File: src/rtl/openfire_prefetch_pkg.sv
// openfire_prefetch_pkg: shared constants for the instruction prefetch unit
package openfire_prefetch_pkg;
  localparam int A_SPACE = 16;
  localparam logic [31:0] NOP_INSTR = 32'h8000_0000;
endpackage

File: src/rtl/openfire_prefetch_fifo.sv
// openfire_prefetch_fifo: synchronous FIFO with clear and asynchronous-read head
module openfire_prefetch_fifo #(
  parameter int W = 32,
  parameter int DEPTH = 4,
  localparam int AW = $clog2(DEPTH)
) (
  input  logic          clock,
  input  logic          reset,
  input  logic          push,
  input  logic          pop,
  input  logic          clear,
  input  logic [W-1:0]  din,
  output logic [W-1:0]  head,
  output logic [AW:0]   count
);
  logic [W-1:0]  mem_q [DEPTH];
  logic [AW-1:0] rd_q, rd_d, wr_q, wr_d;
  logic [AW:0]   cnt_q, cnt_d;
  // pointer and occupancy update; clear realigns the read pointer onto the write pointer
  always_comb begin
    rd_d  = clear ? wr_q : rd_q + AW'(pop);
    wr_d  = clear ? wr_q : wr_q + AW'(push);
    cnt_d = clear ? '0 : cnt_q + (AW+1)'(push) - (AW+1)'(pop);
  end
  // pointer and count registers
  always_ff @(posedge clock) begin
    if (reset) begin
      rd_q  <= '0;
      wr_q  <= '0;
      cnt_q <= '0;
    end else begin
      rd_q  <= rd_d;
      wr_q  <= wr_d;
      cnt_q <= cnt_d;
    end
  end
  // storage needs no reset: only counted entries are ever presented as valid
  always_ff @(posedge clock) begin
    if (push && !clear) mem_q[wr_q] <= din;
  end
  assign head  = mem_q[rd_q];
  assign count = cnt_q;
endmodule

File: src/rtl/openfire_prefetch.sv
// openfire_prefetch: sequential instruction prefetch with flush redirect feeding DECODE
module openfire_prefetch
  import openfire_prefetch_pkg::*;
#(
  parameter int DEPTH = 4,
  parameter int PC_W = A_SPACE + 2
) (
  input  logic            clock,
  input  logic            reset,
  input  logic            stall,
  input  logic            flush,
  input  logic [PC_W-1:0] branch_target,
  output logic            imem_req,
  output logic [PC_W-1:0] imem_addr,
  input  logic            imem_ack,
  input  logic [31:0]     imem_data,
  output logic [31:0]     instruction,
  output logic [PC_W-1:0] pc_decode,
  output logic            fetch_empty
);
  localparam int CW = $clog2(DEPTH) + 1;
  logic            pending_q, pending_d, discard_q, discard_d;
  logic [PC_W-1:0] addr_q, addr_d, fetch_pc_q, fetch_pc_d, last_pc_q, last_pc_d;
  logic [PC_W-1:0] target, head_pc;
  logic [31:0]     head_word;
  logic [PC_W+31:0] head;
  logic [CW-1:0]   count;
  logic            flush_v, ack_v, issue, push, pop;
  // request/discard control; a flush overrides any ack or pop in the same cycle
  always_comb begin
    flush_v    = flush & ~stall;
    ack_v      = imem_ack & pending_q;
    target     = branch_target & ~PC_W'(3);
    issue      = ~pending_q & (flush_v | (count < CW'(DEPTH)));
    push       = ack_v & ~discard_q & ~flush_v;
    pop        = ~stall & ~flush_v & (count != '0);
    pending_d  = issue | (pending_q & ~ack_v);
    addr_d     = issue ? (flush_v ? target : fetch_pc_q) : addr_q;
    fetch_pc_d = flush_v ? target : push ? fetch_pc_q + PC_W'(4) : fetch_pc_q;
    discard_d  = (flush_v ? pending_q : discard_q) & ~ack_v;
    last_pc_d  = pop ? head_pc : last_pc_q;
  end
  // request, address and pc registers
  always_ff @(posedge clock) begin
    if (reset) begin
      pending_q  <= 1'b0;
      discard_q  <= 1'b0;
      addr_q     <= '0;
      fetch_pc_q <= '0;
      last_pc_q  <= '0;
    end else begin
      pending_q  <= pending_d;
      discard_q  <= discard_d;
      addr_q     <= addr_d;
      fetch_pc_q <= fetch_pc_d;
      last_pc_q  <= last_pc_d;
    end
  end
  openfire_prefetch_fifo #(.W(PC_W + 32), .DEPTH(DEPTH)) u_fifo (
    .clock (clock),
    .reset (reset),
    .push  (push),
    .pop   (pop),
    .clear (flush_v),
    .din   ({addr_q, imem_data}),
    .head  (head),
    .count (count)
  );
  assign head_pc     = head[PC_W+31:32];
  assign head_word   = head[31:0];
  assign imem_req    = pending_q;
  assign imem_addr   = addr_q;
  assign fetch_empty = (count == '0);
  assign instruction = fetch_empty ? NOP_INSTR : head_word;
  assign pc_decode   = fetch_empty ? last_pc_q : head_pc;
endmodule
File: config.mk
export PLATFORM = sky130hd
export DESIGN_NAME = openfire_prefetch
export DESIGN_NICKNAME = d
export VERILOG_FILES = /design/src/rtl/openfire_prefetch_pkg.sv /design/src/rtl/openfire_prefetch_fifo.sv /design/src/rtl/openfire_prefetch.sv
export SDC_FILE = /design/constraint.sdc
export NUM_CORES = 1
export LEC_CHECK = 0
export CORE_MARGIN = 2
export CORE_UTILIZATION = 60
export DETAILED_ROUTE_END_ITERATION = 7
export DONT_BUFFER_PORTS = 1
export PLACE_DENSITY = 0.76
export SLEW_MARGIN = 40
export SYNTH_ARGS = -nofsm -noshare
export SYNTH_HDL_FRONTEND = slang
export SYNTH_HIERARCHICAL = 1
export SYNTH_SLANG_ARGS = --single-unit
File: constraint.sdc
create_clock -name clock -period 21.8 [get_ports clock]
set_input_delay 4.36 -clock clock [delete_from_list [all_inputs] [get_ports clock]]
set_output_delay 4.36 -clock clock [all_outputs]
set_load 0.01 [all_outputs]
==> impl_summary.txt <==
----------------------------------------------------
[Run status]
  Outcome ... finished clean

[Floorplan]
  Number of placement rows ... 47
  Core Footprint ... 0.0167 mm2
  Count of pins on the block boundary ... 125
  Horizontal die dimension ... 135 um
  Die footprint ... 0.0182 mm2
  Initial cell density of the core ... 61.7%
  Die height ... 135 um

[Layout]
  Sequential standard cell area ... 0.00719 mm2
  Post-route non-filler standard cell count ... 890
  Count of nets after finishing ... 712
  Total inserted antenna cells ... 0
  Post-route design area ... 0.0113 mm2
  Filler cell count ... 1126
  Multi-input gate area in the final layout ... 0.00289 mm2
  Share of final-layout standard cells stronger than drive strength 1 ... 18.4%
  Area growth syn-to-layout ... 9.52%

[Logic synthesis]
  Leading cell types by count after synthesis ... sky130_fd_sc_hd__edfxtp_1 (200), sky130_fd_sc_hd__nand2_1 (78), sky130_fd_sc_hd__dfxtp_1 (59)
  Post-Synth Simple-Gate Area ... 8.43%
  Post-synthesis compound-gate area fraction ... 4.01%
  Proportion of synthesized area in mux cells ... 13.0%
  Most instantiated library cell after synthesis ... sky130_fd_sc_hd__edfxtp_1
  Cell taking the most area after synthesis ... sky130_fd_sc_hd__edfxtp_1
  Synthesized-area fraction occupied by adder cells ... 0.802%
  Largest family of logic cells by synthesized area ... multiplexers
  Synth unique cells ... 42
  Number of synthesized flops with an enable pin ... 200
  Post-synthesis cell area ... 0.0103 mm2
  Async set-or-reset flop fraction in the synthesized netlist ... 0%
  Avg Inst Size Synth ... 16.1 um2
  Xor and xnor fraction of the mapped netlist area ... 1.19%
  Flip-flop and latch count after synthesis ... 259
  Sequential share of the synthesized area ... 69.8%
  Most area-consuming cells after synthesis ... sky130_fd_sc_hd__edfxtp_1 (58%), sky130_fd_sc_hd__dfxtp_1 (11%), sky130_fd_sc_hd__mux4_2 (11%), sky130_fd_sc_hd__nand2_1 (2.8%), sky130_fd_sc_hd__mux2_2 (2.0%)
  Fraction of synthesized cell area taken by the top area cell type ... 58.3%
  Total of warnings raised by yosys ... 6
  Most frequently used flop master after synthesis ... sky130_fd_sc_hd__edfxtp_1
  Number of instances in the synthesized netlist ... 641

[Global routing]
  Wire length of the first global-routing pass ... 30000 um
  Largest net degree at the start of global routing ... 59
  Initial antenna violation count ... 0
  Total congestion overflow ... 0
  Vias in the first global route ... 5686
  Gr usage total ... 21.4%

[Power and ir drop]
  Fraction of power consumed by the clock network ... 38.3%
  Cell area power density ... 91.7 mW/mm2
  Leakage component of the power ... 3.56 nW
  Internal power ... 0.805 mW
  Comb power frac ... 7.3%
  Worst IR Drop VDD ... 73.1 uV
  Proportion of power drawn by flip-flops and latches ... 54.3%
  Power spent charging and discharging nets ... 0.229 mW
  Switching fraction of total power ... 22.2%

[Timing]
  Transition time of the tightest slew-check pin ... 0.794 ns
  Final slew viol count ... 0
  Number of hold violations in the final report ... 0
  Worst hold slack across all endpoints ... 0.449 ns
  Setup violation total in the final timing report ... 0
  Max_slew headroom ... 47.1%
  RSZ-0062 raised after global routing ... false
  Clock Skews ... 0.00923 ns
  Maximum operating frequency ... 0.144 GHz
  Minimum period implied by the final worst setup slack ... 6.95 ns
  Worst path setup slack after routing ... 14.85 ns
  Final Cycle Share ... 31.9%
  Final-layout setup total negative slack ... 0 ns

[Route]
  Overall routed net length ... 19000 um
  Average wire length per cell after detail routing ... 21.3 um
  Routed Antenna Nets ... 0
  DRC viols ... 0
  Number of vias in the routed layout ... 5406
  Avg Vias per Cell ... 6.07
  Number of iterations in the first detailed-routing pass ... 5
  Number of DRC markers after the initial detailed-route iteration ... 436

[Worst setup path]
  Crit-path max FO ... 20
  Nature of the critical path endpoint ... register
  Required time of the worst setup path ... 22.17 ns
  Type of origin of the critical path ... primary input
  Worst reg-to-reg setup slack ... 17.71 ns
  Kind of critical path ... primary input to register
  Arrival time at the worst endpoint ... 7.32 ns

[Job]
  Max-cap check violation count ... 0

[Placement]
  Area after DPL ... 0.0105 mm2
  Detailed placement HPWL ... 11700 um
  Placement Setup Slack ... 14.30 ns
  Placed cell count ... 843
  Port buffer count ... 0
  Placer's final routability congestion estimate ... 0.840

[Clock tree]
  Hold buffers post-CTS ... 0
  Number of clock sinks ... 259
  Maximum count of clock buffers along a single path ... 3
  CTS tree ... built
  Number of setup buffers added after CTS ... 0
  Total of cells resized after clock tree synthesis ... 0
  Total CTS buffers ... 26
  Clock root buffer ... sky130_fd_sc_hd__clkbuf_16
  Clock transition at the registers of the reported paths ... 0.06 ns
  H-tree levels ... 1
  Clock latency on the worst-skew pair ... 0.51 ns

[Worst hold path]
  Min-delay worst type ... register to register

----------------------------------------------------
-- area by class of cell --
class | count | area share (%)
Clock buffer | 37 | 6.32
Clock inverter | 10 | 0.477
Inverter | 7 | 0.233
Multi-Input combinational cell | 343 | 25.6
Sequential cell | 259 | 63.7
Tap cell | 220 | 2.44
Timing Repair Buffer | 14 | 1.15
-- power groups by stage --
stage | Clock, mW | Combinational [mW] | Sequential, mW
finish | 0.396 | 0.0760 | 0.562
global route | 0.426 | 0.0835 | 0.564
CTS | 0.406 | 0.0778 | 0.562
detailed placement | 0 | 0.0773 | 0.573
global placement | 0 | 0.0711 | 0.574
floorplan | 0 | 0.0659 | 0.568
-- metrics by stage --
stage / power (mW) / utilization, %
floorplan: 0.634 / -
global placement: 0.645 / 62.7
detailed placement: 0.650 / 63.0
CTS: 1.05 / 67.6
global route: 1.07 / 67.6
finish: 1.03 / 67.6
-- logic make-up after synthesis --
family,count (synthesis)
multiplexers,69
other,1
XOR/XNOR,14
AO/OA/AOI/OAI,61
flip-flops,259
buffers and inverters,48
AND/OR/NAND/NOR,183
adder cells (fa/ha/maj),6
-- metal layers --
layer  up-vias  wire (um)  track usage [%]  share of wire (%)
met5         -          0                0                  0
met4         0        418             6.42                2.2
met3        41       1630             6.34                8.6
met2       185       9610             37.6                 51
met1      2721       7290             25.8                 38
li1       2459          -                -                  -
-- final timing paths --
kind	cells past startpoint	to	from
worst max-delay path	10	u_fifo/count[2]$_SDFF_PP0_	stall
worst min-delay path	2	last_pc_q[14]$_SDFFE_PP0P_	last_pc_q[14]$_SDFFE_PP0P_
worst max register to register	12	u_fifo/count[2]$_SDFF_PP0_	u_fifo/count[2]$_SDFF_PP0_
worst min register to register	2	last_pc_q[14]$_SDFFE_PP0P_	last_pc_q[14]$_SDFFE_PP0P_
-- registers in the layout, indices dropped and copies added (netlist names) --
signal and flops:
discard_q 1, fetch_pc_q 16, imem_addr 16, imem_req 1
last_pc_q 18, u_fifo/count 3, u_fifo/mem_q 200, u_fifo/rd_q 2
u_fifo/wr_q 2
-- critical path, stage by stage --
cell and delay [ns]:
sky130_fd_sc_hd__or3_1 0.61, sky130_fd_sc_hd__clkinv_1 0.82, sky130_fd_sc_hd__ha_1 0.55, sky130_fd_sc_hd__inv_1 0.06, sky130_fd_sc_hd__ha_1 0.13, sky130_fd_sc_hd__inv_1 0.05
sky130_fd_sc_hd__fa_1 0.38, sky130_fd_sc_hd__xor2_1 0.17, sky130_fd_sc_hd__xnor2_1 0.13, sky130_fd_sc_hd__nor3_1 0.05
-- placed cells by master, fill, tap and decap left out, types with 2 or more instances in the layout --
master	netlist	layout
sky130_fd_sc_hd__edfxtp_1	200	200
sky130_fd_sc_hd__nand2_1	78	78
sky130_fd_sc_hd__dfxtp_1	59	57
sky130_fd_sc_hd__mux4_2	50	50
sky130_fd_sc_hd__nor2_1	35	35
sky130_fd_sc_hd__nor2b_1	32	32
sky130_fd_sc_hd__clkbuf_16	0	27
sky130_fd_sc_hd__a21oi_1	23	22
sky130_fd_sc_hd__a311oi_1	21	21
sky130_fd_sc_hd__mux2_2	18	18
sky130_fd_sc_hd__buf_4	2	12
sky130_fd_sc_hd__conb_1	1	10
sky130_fd_sc_hd__clkbuf_1	23	10
sky130_fd_sc_hd__xnor2_1	9	9
sky130_fd_sc_hd__a211oi_1	9	9
sky130_fd_sc_hd__clkinv_1	1	7
sky130_fd_sc_hd__or3_1	6	6
sky130_fd_sc_hd__nand3_1	5	5
sky130_fd_sc_hd__inv_1	6	5
sky130_fd_sc_hd__xor2_1	5	5
sky130_fd_sc_hd__o21ai_0	5	5
sky130_fd_sc_hd__ha_1	5	5
sky130_fd_sc_hd__nor4_1	5	4
sky130_fd_sc_hd__nand4_1	4	4
sky130_fd_sc_hd__nor3_1	5	4
sky130_fd_sc_hd__nand2b_1	3	3
sky130_fd_sc_hd__clkinv_2	0	3
sky130_fd_sc_hd__or4_1	2	2
sky130_fd_sc_hd__nor4b_2	0	2
sky130_fd_sc_hd__buf_12	5	2
Power figures use the tool's default switching activity.
